<file path="src/rtl/picosoc_pkg.sv">
// picosoc_pkg: shared types and constants for the picosoc iomem bus.
//   bus_state_e - iomem bus FSM states
//   err_type_e  - error classification reported on err_type_o
//   MAX_SLAVES  - upper bound on the number of iomem slave channels
package picosoc_pkg;

    localparam int unsigned MAX_SLAVES = 16;

    typedef enum logic [1:0] {
        StIdle    = 2'd0,
        StActive  = 2'd1,
        StRespond = 2'd2
    } bus_state_e;

    typedef enum logic {
        ErrUnmapped = 1'b0,
        ErrTimeout  = 1'b1
    } err_type_e;

endpackage

</file>
<file path="src/rtl/picosoc_iomem_decode.sv">
// picosoc_iomem_decode: combinational address-region decoder.
// Ports:
//   region - addr[31:24] of the master request
//   sel    - one-hot slave select (all zero when nothing matches)
//   hit    - at least one slave region matches
// SLAVE_REGION is written as a concatenation with slave 0 leftmost, so slave i
// lives at bits [(NUM_SLAVES-1-i)*8 +: 8].
module picosoc_iomem_decode #(
    parameter int unsigned                 NUM_SLAVES   = 6,
    parameter logic [8*NUM_SLAVES-1:0]     SLAVE_REGION = {8'h00, 8'h02, 8'h03,
                                                           8'h04, 8'h05, 8'h06}
) (
    input  logic [7:0]            region,
    output logic [NUM_SLAVES-1:0] sel,
    output logic                  hit
);

    always_comb begin
        sel = '0;
        hit = 1'b0;
        // Walk from the highest index down so the lowest matching index is the
        // last writer and therefore wins on overlapping regions.
        for (int i = NUM_SLAVES - 1; i >= 0; i--) begin
            if (region == SLAVE_REGION[(NUM_SLAVES-1-i)*8 +: 8]) begin
                sel    = '0;
                sel[i] = 1'b1;
                hit    = 1'b1;
            end
        end
    end

endmodule

</file>
<file path="src/rtl/picosoc_iomem_bus.sv">
// picosoc_iomem_bus: routes a picorv32 iomem request to one of NUM_SLAVES
// slaves by addr[31:24], with a per-access timeout and sticky error capture.
// Ports:
//   clk, reset                      - clock, asynchronous active-high reset
//   m_valid/m_instr/m_wstrb/m_addr/m_wdata - master request
//   m_ready/m_rdata                 - master response (one-cycle ready pulse)
//   s_valid[NUM_SLAVES]             - per-slave request strobe
//   s_wstrb/s_addr/s_wdata/s_instr  - request fields broadcast to all slaves
//   s_ready[NUM_SLAVES], s_rdata    - slave responses, slave i at [32*i +: 32]
//   err_o/err_type_o/err_addr_o     - sticky error flag, type and address
//   err_clr_i                       - clears err_o (a new error wins)
module picosoc_iomem_bus
    import picosoc_pkg::*;
#(
    parameter int unsigned             NUM_SLAVES     = 6,
    parameter logic [8*NUM_SLAVES-1:0] SLAVE_REGION   = {8'h00, 8'h02, 8'h03,
                                                          8'h04, 8'h05, 8'h06},
    parameter int unsigned             TIMEOUT_CYCLES = 1024,
    parameter logic [31:0]             ERR_RDATA      = 32'hDEAD_BEEF
) (
    input  logic                     clk,
    input  logic                     reset,

    input  logic                     m_valid,
    input  logic                     m_instr,
    input  logic [3:0]               m_wstrb,
    input  logic [31:0]              m_addr,
    input  logic [31:0]              m_wdata,
    output logic                     m_ready,
    output logic [31:0]              m_rdata,

    output logic [NUM_SLAVES-1:0]    s_valid,
    output logic [3:0]               s_wstrb,
    output logic [31:0]              s_addr,
    output logic [31:0]              s_wdata,
    output logic                     s_instr,
    input  logic [NUM_SLAVES-1:0]    s_ready,
    input  logic [32*NUM_SLAVES-1:0] s_rdata,

    output logic                     err_o,
    output logic                     err_type_o,
    output logic [31:0]              err_addr_o,
    input  logic                     err_clr_i
);

    localparam int unsigned      CntW    = $clog2(TIMEOUT_CYCLES);
    localparam logic [CntW-1:0]  CntLast = CntW'(TIMEOUT_CYCLES - 1);

    if (NUM_SLAVES < 1 || NUM_SLAVES > MAX_SLAVES) begin : g_bad_num_slaves
        $error("NUM_SLAVES out of range");
    end

    bus_state_e              state_q, state_d;
    logic [NUM_SLAVES-1:0]   sel_q, sel_d;
    logic [CntW-1:0]         cnt_q, cnt_d;
    logic [31:0]             rdata_q, rdata_d;
    logic                    err_q, err_d;
    err_type_e               err_type_q, err_type_d;
    logic [31:0]             err_addr_q, err_addr_d;

    logic [NUM_SLAVES-1:0]   dec_sel;
    logic                    dec_hit;
    logic                    sel_ready;
    logic [31:0]             sel_rdata;
    logic                    new_err;
    err_type_e               new_err_type;

    picosoc_iomem_decode #(
        .NUM_SLAVES   (NUM_SLAVES),
        .SLAVE_REGION (SLAVE_REGION)
    ) u_decode (
        .region (m_addr[31:24]),
        .sel    (dec_sel),
        .hit    (dec_hit)
    );

    // Ready and data are qualified by the registered select only, so an
    // unselected slave can never complete or corrupt the transfer.
    always_comb begin
        sel_ready = |(s_ready & sel_q);
        sel_rdata = '0;
        for (int i = 0; i < NUM_SLAVES; i++) begin
            sel_rdata = sel_rdata | (s_rdata[32*i +: 32] & {32{sel_q[i]}});
        end
    end

    always_comb begin
        state_d      = state_q;
        sel_d        = sel_q;
        cnt_d        = cnt_q;
        rdata_d      = rdata_q;
        new_err      = 1'b0;
        new_err_type = ErrUnmapped;

        unique case (state_q)
            StIdle: begin
                if (m_valid) begin
                    if (dec_hit) begin
                        sel_d   = dec_sel;
                        cnt_d   = '0;
                        state_d = StActive;
                    end else begin
                        // Unmapped: writes are dropped, reads get ERR_RDATA.
                        sel_d        = '0;
                        rdata_d      = ERR_RDATA;
                        new_err      = 1'b1;
                        new_err_type = ErrUnmapped;
                        state_d      = StRespond;
                    end
                end
            end
            StActive: begin
                if (!m_valid) begin
                    // Master withdrew the request: abandon silently.
                    cnt_d   = '0;
                    state_d = StIdle;
                end else if (sel_ready) begin
                    // Checked before the timeout so a last-cycle ready wins.
                    rdata_d = sel_rdata;
                    state_d = StRespond;
                end else if (cnt_q == CntLast) begin
                    rdata_d      = ERR_RDATA;
                    new_err      = 1'b1;
                    new_err_type = ErrTimeout;
                    state_d      = StRespond;
                end else begin
                    cnt_d = cnt_q + CntW'(1);
                end
            end
            StRespond: begin
                state_d = StIdle;
            end
            default: begin
                state_d = StIdle;
            end
        endcase
    end

    always_comb begin
        err_d      = err_q;
        err_type_d = err_type_q;
        err_addr_d = err_addr_q;
        if (new_err) begin
            err_d      = 1'b1;
            err_type_d = new_err_type;
            err_addr_d = m_addr;
        end else if (err_clr_i) begin
            err_d = 1'b0;
        end
    end

    always_ff @(posedge clk or posedge reset) begin
        if (reset) begin
            state_q    <= StIdle;
            sel_q      <= '0;
            cnt_q      <= '0;
            rdata_q    <= '0;
            err_q      <= 1'b0;
            err_type_q <= ErrUnmapped;
            err_addr_q <= '0;
        end else begin
            state_q    <= state_d;
            sel_q      <= sel_d;
            cnt_q      <= cnt_d;
            rdata_q    <= rdata_d;
            err_q      <= err_d;
            err_type_q <= err_type_d;
            err_addr_q <= err_addr_d;
        end
    end

    // s_valid and m_ready decode straight from the state register so an
    // asynchronous reset drops them in the same cycle.
    assign s_valid    = (state_q == StActive) ? sel_q : '0;
    assign m_ready    = (state_q == StRespond);
    assign m_rdata    = rdata_q;
    assign s_wstrb    = m_wstrb;
    assign s_addr     = m_addr;
    assign s_wdata    = m_wdata;
    assign s_instr    = m_instr;
    assign err_o      = err_q;
    assign err_type_o = err_type_q;
    assign err_addr_o = err_addr_q;

endmodule

</file>
<file path="config.mk">
export PLATFORM = sky130hd
export DESIGN_NAME = picosoc_iomem_bus
export DESIGN_NICKNAME = d
export VERILOG_FILES = /design/src/rtl/picosoc_pkg.sv /design/src/rtl/picosoc_iomem_decode.sv /design/src/rtl/picosoc_iomem_bus.sv
export SDC_FILE = /design/constraint.sdc
export NUM_CORES = 1
export LEC_CHECK = 0
export BUFFER_PORTS_ARGS = -buffer_cell sky130_fd_sc_hd__buf_2
export CAP_MARGIN = 15
export CORE_AREA = 2 2 160 162
export CTS_CLUSTER_SIZE = 14
export DETAILED_ROUTE_END_ITERATION = 16
export DIE_AREA = 0 0 162 164
export GPL_ROUTABILITY_DRIVEN = 0
export PLACE_DENSITY_LB_ADDON = 0.08
export SLEW_MARGIN = 20
export SYNTH_ARGS = -nofsm -noshare
export SYNTH_HDL_FRONTEND = slang
export SYNTH_SLANG_ARGS = --single-unit
</file>
<file path="constraint.sdc">
create_clock -name clk -period 5.2 [get_ports clk]
set_clock_uncertainty 0.15 [all_clocks]
set_input_delay 0.52 -clock clk [delete_from_list [all_inputs] [get_ports clk]]
set_output_delay 0.52 -clock clk [all_outputs]
set_load 0.1 [all_outputs]
</file>
* After elaboration in Yosys (flattened, before gate mapping)
Cells that the tools add are included.
W data, S select, Z words.
** Operators by class
- Add/subtract/negate cells :: 1
- Multiply operators :: 0
- Div/mod/pow operators :: 0
- Order comparisons :: 0
- Eq/ne operators :: 16
- Shift-type cells :: 0
- Multiplexer cells :: 41
- Bitwise operators :: 12
- Reductions and logical operators :: 9
** Operators with widths (number)
- $and A32 B32 Y32 :: 6
- $mux W32 :: 5
- $or A32 B32 Y32 :: 5
- $pmux W32 S2 :: 1
- $mux W10 :: 5
- $mux W6 :: 8
- $eq A8 B3 Y1 const B :: 3
- $pmux W10 S2 :: 1
- $eq A8 B2 Y1 const B :: 2
- $mux W1 :: 14
- $add A10 B1 Y10 const B :: 1
- $eq A10 B10 Y1 const B :: 1
- $mux W2 :: 5
- $reduce_and A5 Y1 :: 2
- $ne A3 B3 Y1 const B :: 3
- $logic_not A8 Y1 :: 1
- $ne A2 B2 Y1 const B :: 4
- $and A6 B6 Y6 :: 1
- $reduce_or A6 Y1 :: 1
- $ne A4 B4 Y1 const B :: 1
- $pmux W2 S2 :: 1
- $reduce_and A2 Y1 :: 2
- $reduce_bool A2 Y1 :: 2
- $eq A2 B1 Y1 const B :: 1
- other kinds (3) :: 3
** Storage, ports and cells
- Register bits after elaboration :: 84
- Bits in latches :: 0
- RAM bits :: 0
- ROM bits :: 0
- Input port bits :: 271
- Word-level logic and storage cells :: 86
- Memories :: 0

* Logic depth before layout (Yosys ltp)
- Depth after elaboration :: 11
- Gate-level depth with buffers :: 6
- Gate-level depth less buffers :: 5

* By module
Synthesis repeated with hierarchy kept, for this count alone.
** Second synthesis, totals
- Cell total of the unflattened synthesis :: 510
- Area total of the unflattened synthesis :: 5515.3 µm²
** Modules (own cells, without submodules)
- picosoc_iomem_bus :: times used 1, cells each 497, area an instance 5417.7 µm², sequential area each 2102.0 µm²
- picosoc_iomem_decode :: times used 1, cells each 13, area an instance 97.6 µm², sequential area each 0.0 µm²

* Worst setup path before layout
No wires, ideal clock.
- Path kind :: register -> output
- From :: register state_q[1]
- To :: output m_ready
- Arrival time :: 2035 ps
- Required time :: 4530 ps
- Setup slack :: 2495 ps
- Cell stages (with the launch flop) :: 3
- Path buffers :: 1
- Cell sequence :: dfrtp_1 > clkbuf_1 > nor2b_1
** Between the ends
- Word-level cells in the longest chain between the ends :: 1
** RTL lines
- start: declaration :: RTL line picosoc_iomem_bus.sv:53 : bus_state_e state_q, state_d;
- start signal: assignment :: RTL line picosoc_iomem_bus.sv:154 : state_q <= StIdle;
- start signal: assignment :: RTL line picosoc_iomem_bus.sv:162 : state_q <= state_d;
- $eq A2 B2 Y1 :: RTL line picosoc_iomem_bus.sv:175 : assign m_ready = (state_q == StRespond);
- end: declaration :: RTL line picosoc_iomem_bus.sv:29 : output logic m_ready,
No other way between the ends.

* Worst setup path in the final report
- From :: register cnt_q[0]
- To :: register err_addr_q[12] (netlist: err_addr_o[12])
** Between the ends
- Word-level cells in the longest chain between the ends :: 5
** RTL lines
- start: declaration :: RTL line picosoc_iomem_bus.sv:55 : logic [CntW-1:0] cnt_q, cnt_d;
- start signal: assignment :: RTL line picosoc_iomem_bus.sv:164 : cnt_q <= cnt_d;
- $eq A10 B10 Y1 :: RTL line picosoc_iomem_bus.sv:121 : end else if (cnt_q == CntLast) begin
- $mux W1 :: RTL line picosoc_iomem_bus.sv:121
- $mux W1 :: RTL line picosoc_iomem_bus.sv:117 : end else if (sel_ready) begin
- $mux W1 :: RTL line picosoc_iomem_bus.sv:113 : if (!m_valid) begin
- $pmux W1 S2 :: RTL line picosoc_iomem_bus.sv:95 : unique case (state_q)
- end signal: assignment :: RTL line picosoc_iomem_bus.sv:168 : err_addr_q <= err_addr_d;
- end: declaration :: RTL line picosoc_iomem_bus.sv:59 : logic [31:0] err_addr_q, err_addr_d;
No other way between the ends.
A chain may end at the register's enable or synchronous reset.

==> impl_metrics.py <==
metrics = {
    "yosys": {
        "synthCells": 500,
        "syn_area_per_cell_um2": 10.6,
        "yosysSeqAreaShare_pct": 39.8,
        "synthTopCellsByArea": "dfrtp_1 (40%), a22oi_1 (14%), buf_4 (10%), mux2_2 (7.2%), mux2_1 (6.4%)",
        "ys_warn_count": 0,
        "yosys_register_bits": 84,
        "synthArstFlopShare_pct": 100,
        "yosysUniqueCellTypes": 52,
        "synth_largest_area_cell": "dfrtp_1",
        "yosysTopAreaCellShare_pct": 39.8,
        "syn_nets": 772,
        "ys.flop_type": "dfrtp_1",
        "syn_area_um2": 5280,
        "synth_edf_count": 0,
    },
    "route": {
        "wl_mm": 22.1,
        "routedWlPerCell_um": 20.4,
        "ant_nets": 0,
        "drtIter0Drc": 240,
        "via_per_inst": 4.80,
        "vias": 5204,
        "drc": 0,
        "dr.pass1.iters": 5,
    },
    "global_route": {
        "overflow": 0,
        "grt_antenna_before_repair": 4,
        "grt_pass1_vias": 5158,
        "grt_pass1_wl_mm": 31.3,
        "track_usage_pct": 15.7,
        "grt_start_max_net_pins": 50,
    },
    "cts": {
        "htree_levels": 3,
        "cts-resized-gates": 0,
        "clkSinkCount": 84,
        "cts_post_setup_buffers_inserted": 0,
        "cts_tree": "built",
        "cts_hold_buffers": 0,
        "worstSkewPairLatency_ns": 0.35,
        "numCtsBuffers": 9,
        "clockBufferDepth": 2,
        "cts_root_buf": "clkbuf_16",
        "clkTransAtPathRegs_ns": 0.07,
    },
    "worst_setup_path": {
        "cp-start-kind": "register",
        "slowest_delay_ns": 0.91,
        "worstPathRequired_ns": 5.28,
        "crit_arrival_ns": 3.39,
        "path_class": "register to register",
        "endpoint_kind": "register",
        "critPathTopFamily": "compound AO/OA/AOI/OAI gates",
        "cp_slowest_cell": "o22ai_4",
        "crit_fanout": 29,
        "worst-path-buf-inv": 1,
        "cp_cell_sequence": "ha_1, and4_1, nand3_1, o22ai_4, buf_4, mux2_1",
    },
    "pwr": {
        "leakagePower_nw": 3.01,
        "p_total_w": 0.00208,
        "p_per_area_nw_per_um2": 294,
        "p_sw_share_pct": 42.6,
        "sequentialPowerShare_pct": 35.1,
        "clock_power_share_pct": 31.2,
        "pwr-share-comb_pct": 33.7,
        "switchingPower_w": 0.000887,
        "internal_power_w": 0.00120,
        "ir_drop_v": 0.000240,
    },
    "placement": {
        "hpwl_mm": 16.3,
        "numPortBuffers": 338,
    },
    "flow_run": {
        "max_cap_violations": 0,
    },
    "sta": {
        "fmax_mhz": 302,
        "fin_worst_hold_slack_ns": 0.0310,
        "finalMaxSlewViolations": 0,
        "rsz0062_at_grt": "false",
        "tns_ns": 0,
        "tightest_slew_ns": 0.987,
        "final-hold-violation-count": 0,
        "relSlewSlack_pct": 34.2,
        "min_period_ns": 3.31,
        "setup_viol": 0,
        "post-route-period-util_pct": 63.7,
    },
    "cells_and_area": {
        "area_delta_synth_final_pct": 34.0,
        "drive_above_1_share_pct": 54.3,
        "final_cell_mix": "buf_2 (338), a22oi_1 (96), dfrtp_1 (83)",
        "fin_nets": 1020,
        "final_common_cell": "buf_2",
    },
    "die": {
        "die_w_um": 162,
        "num_rows": 58,
        "core_um2": 24800,
        "io_pins": 413,
        "floorplan.initialDensity_pct": 21.3,
        "die_y_um": 164,
        "die_area_um2": 26600,
    },
    "min_path": {
        "hold_path.class": "input pin to async pin",
    },
    "outcome": {
        "outcome": "completed",
    },
}
worst paths after layout:
path	from	to	slack (ns)	cells after the start
worst max-delay path	cnt_q[0]$_DFFE_PP0P_	err_addr_o[12]$_DFFE_PP0P_	1.89	6
worst min-delay path	reset	err_addr_o[13]$_DFFE_PP0P_	0.03	2
worst max register to register	cnt_q[0]$_DFFE_PP0P_	err_addr_o[12]$_DFFE_PP0P_	1.89	6
worst min register to register	err_addr_o[19]$_DFFE_PP0P_	err_addr_o[19]$_DFFE_PP0P_	0.33	1
max in group asynchronous	reset	sel_q[2]$_DFFE_PP0P_	3.79	3
min in group clk	m_addr[1]	err_addr_o[1]$_DFFE_PP0P_	0.25	2
kinds of logic after synthesis:
group / after synthesis / synth area share (%)
AOI/OAI and AO/OA: 151 / 21.7
xor gates and xnor gates: 1 / 0.166
adders and majority gates: 1 / 0.237
buffers and inverters: 115 / 13.8
DFF: 84 / 39.8
muxes: 64 / 13.6
and+or+nand+nor: 84 / 10.7
worst register-to-register path, delay by kind of cell, from the launching register on:
| family | cells | cell delay, ns |
|---|---|---|
| compound gates | 1 | 0.91 |
| flops | 1 | 0.41 |
| buf+inv | 1 | 0.31 |
| simple gates | 2 | 0.82 |
| fa+ha+maj | 1 | 0.27 |
| mux | 1 | 0.33 |
layout make-up:
type                            instances  area, µm²
Timing Repair Buffer                  349       1770
Inverter                                3       13.8
Multi-Input combinational cell        301       2480
Sequential cell                        84       2100
Clock inverter                          6       53.8
Antenna cell                            2       5.00
Fill cell                            2691      17700
Tap cell                              330        413
Clock buffer                           10        239
registers in the layout (all words and copies together) (netlist names):
signal      flops
err_addr_o     32
m_rdata        32
cnt_q          10
sel_q           6
state_q         2
err_o           1
err_type_o      1
per-layer routing:
metal | GRT usage [%] | routed length (µm) | vias up
met5 | 0 | 0 | -
li1 | - | - | 2364
met1 | 18.3 | 8830 | 2510
met2 | 27.6 | 10800 | 299
met3 | 4.47 | 1840 | 31
met4 | 5.31 | 629 | 0
through the flow:
step	instances	worst slack [ns]	util [%]	cell area (µm²)
after floorplan	500	2.36	-	5280
after global placement	1067	2.00	27.3	6780
after detailed placement	1067	1.90	27.3	6780
after CTS	1083	1.86	28.5	7070
after global routing	1083	1.69	28.5	7070
final	1085	1.89	28.5	7080
cells in the mapped netlist, drive strengths merged (4+ instances only):
master / number
dfrtp: 84
o31ai: 5
a31oi: 14
a41oi: 6
nor2: 5
nand3: 5
nand2: 12
mux2: 64
nor2b: 6
clkbuf: 33
buf: 79
nand4b: 24
a21oi: 9
and2: 9
a22oi: 96
and4: 4
power by group through the flow:
stage / Clock (W) / Combinational, W / Sequential (W)
after detailed placement: 0 / 0.000709 / 0.000741
after global placement: 0 / 0.000707 / 0.000743
after floorplan: 0 / 0.000351 / 0.00106
final: 0.000651 / 0.000703 / 0.000731
after global routing: 0.000711 / 0.000731 / 0.000737
after CTS: 0.000689 / 0.000709 / 0.000731
No activity file was read; power rests on OpenSTA's default activity.
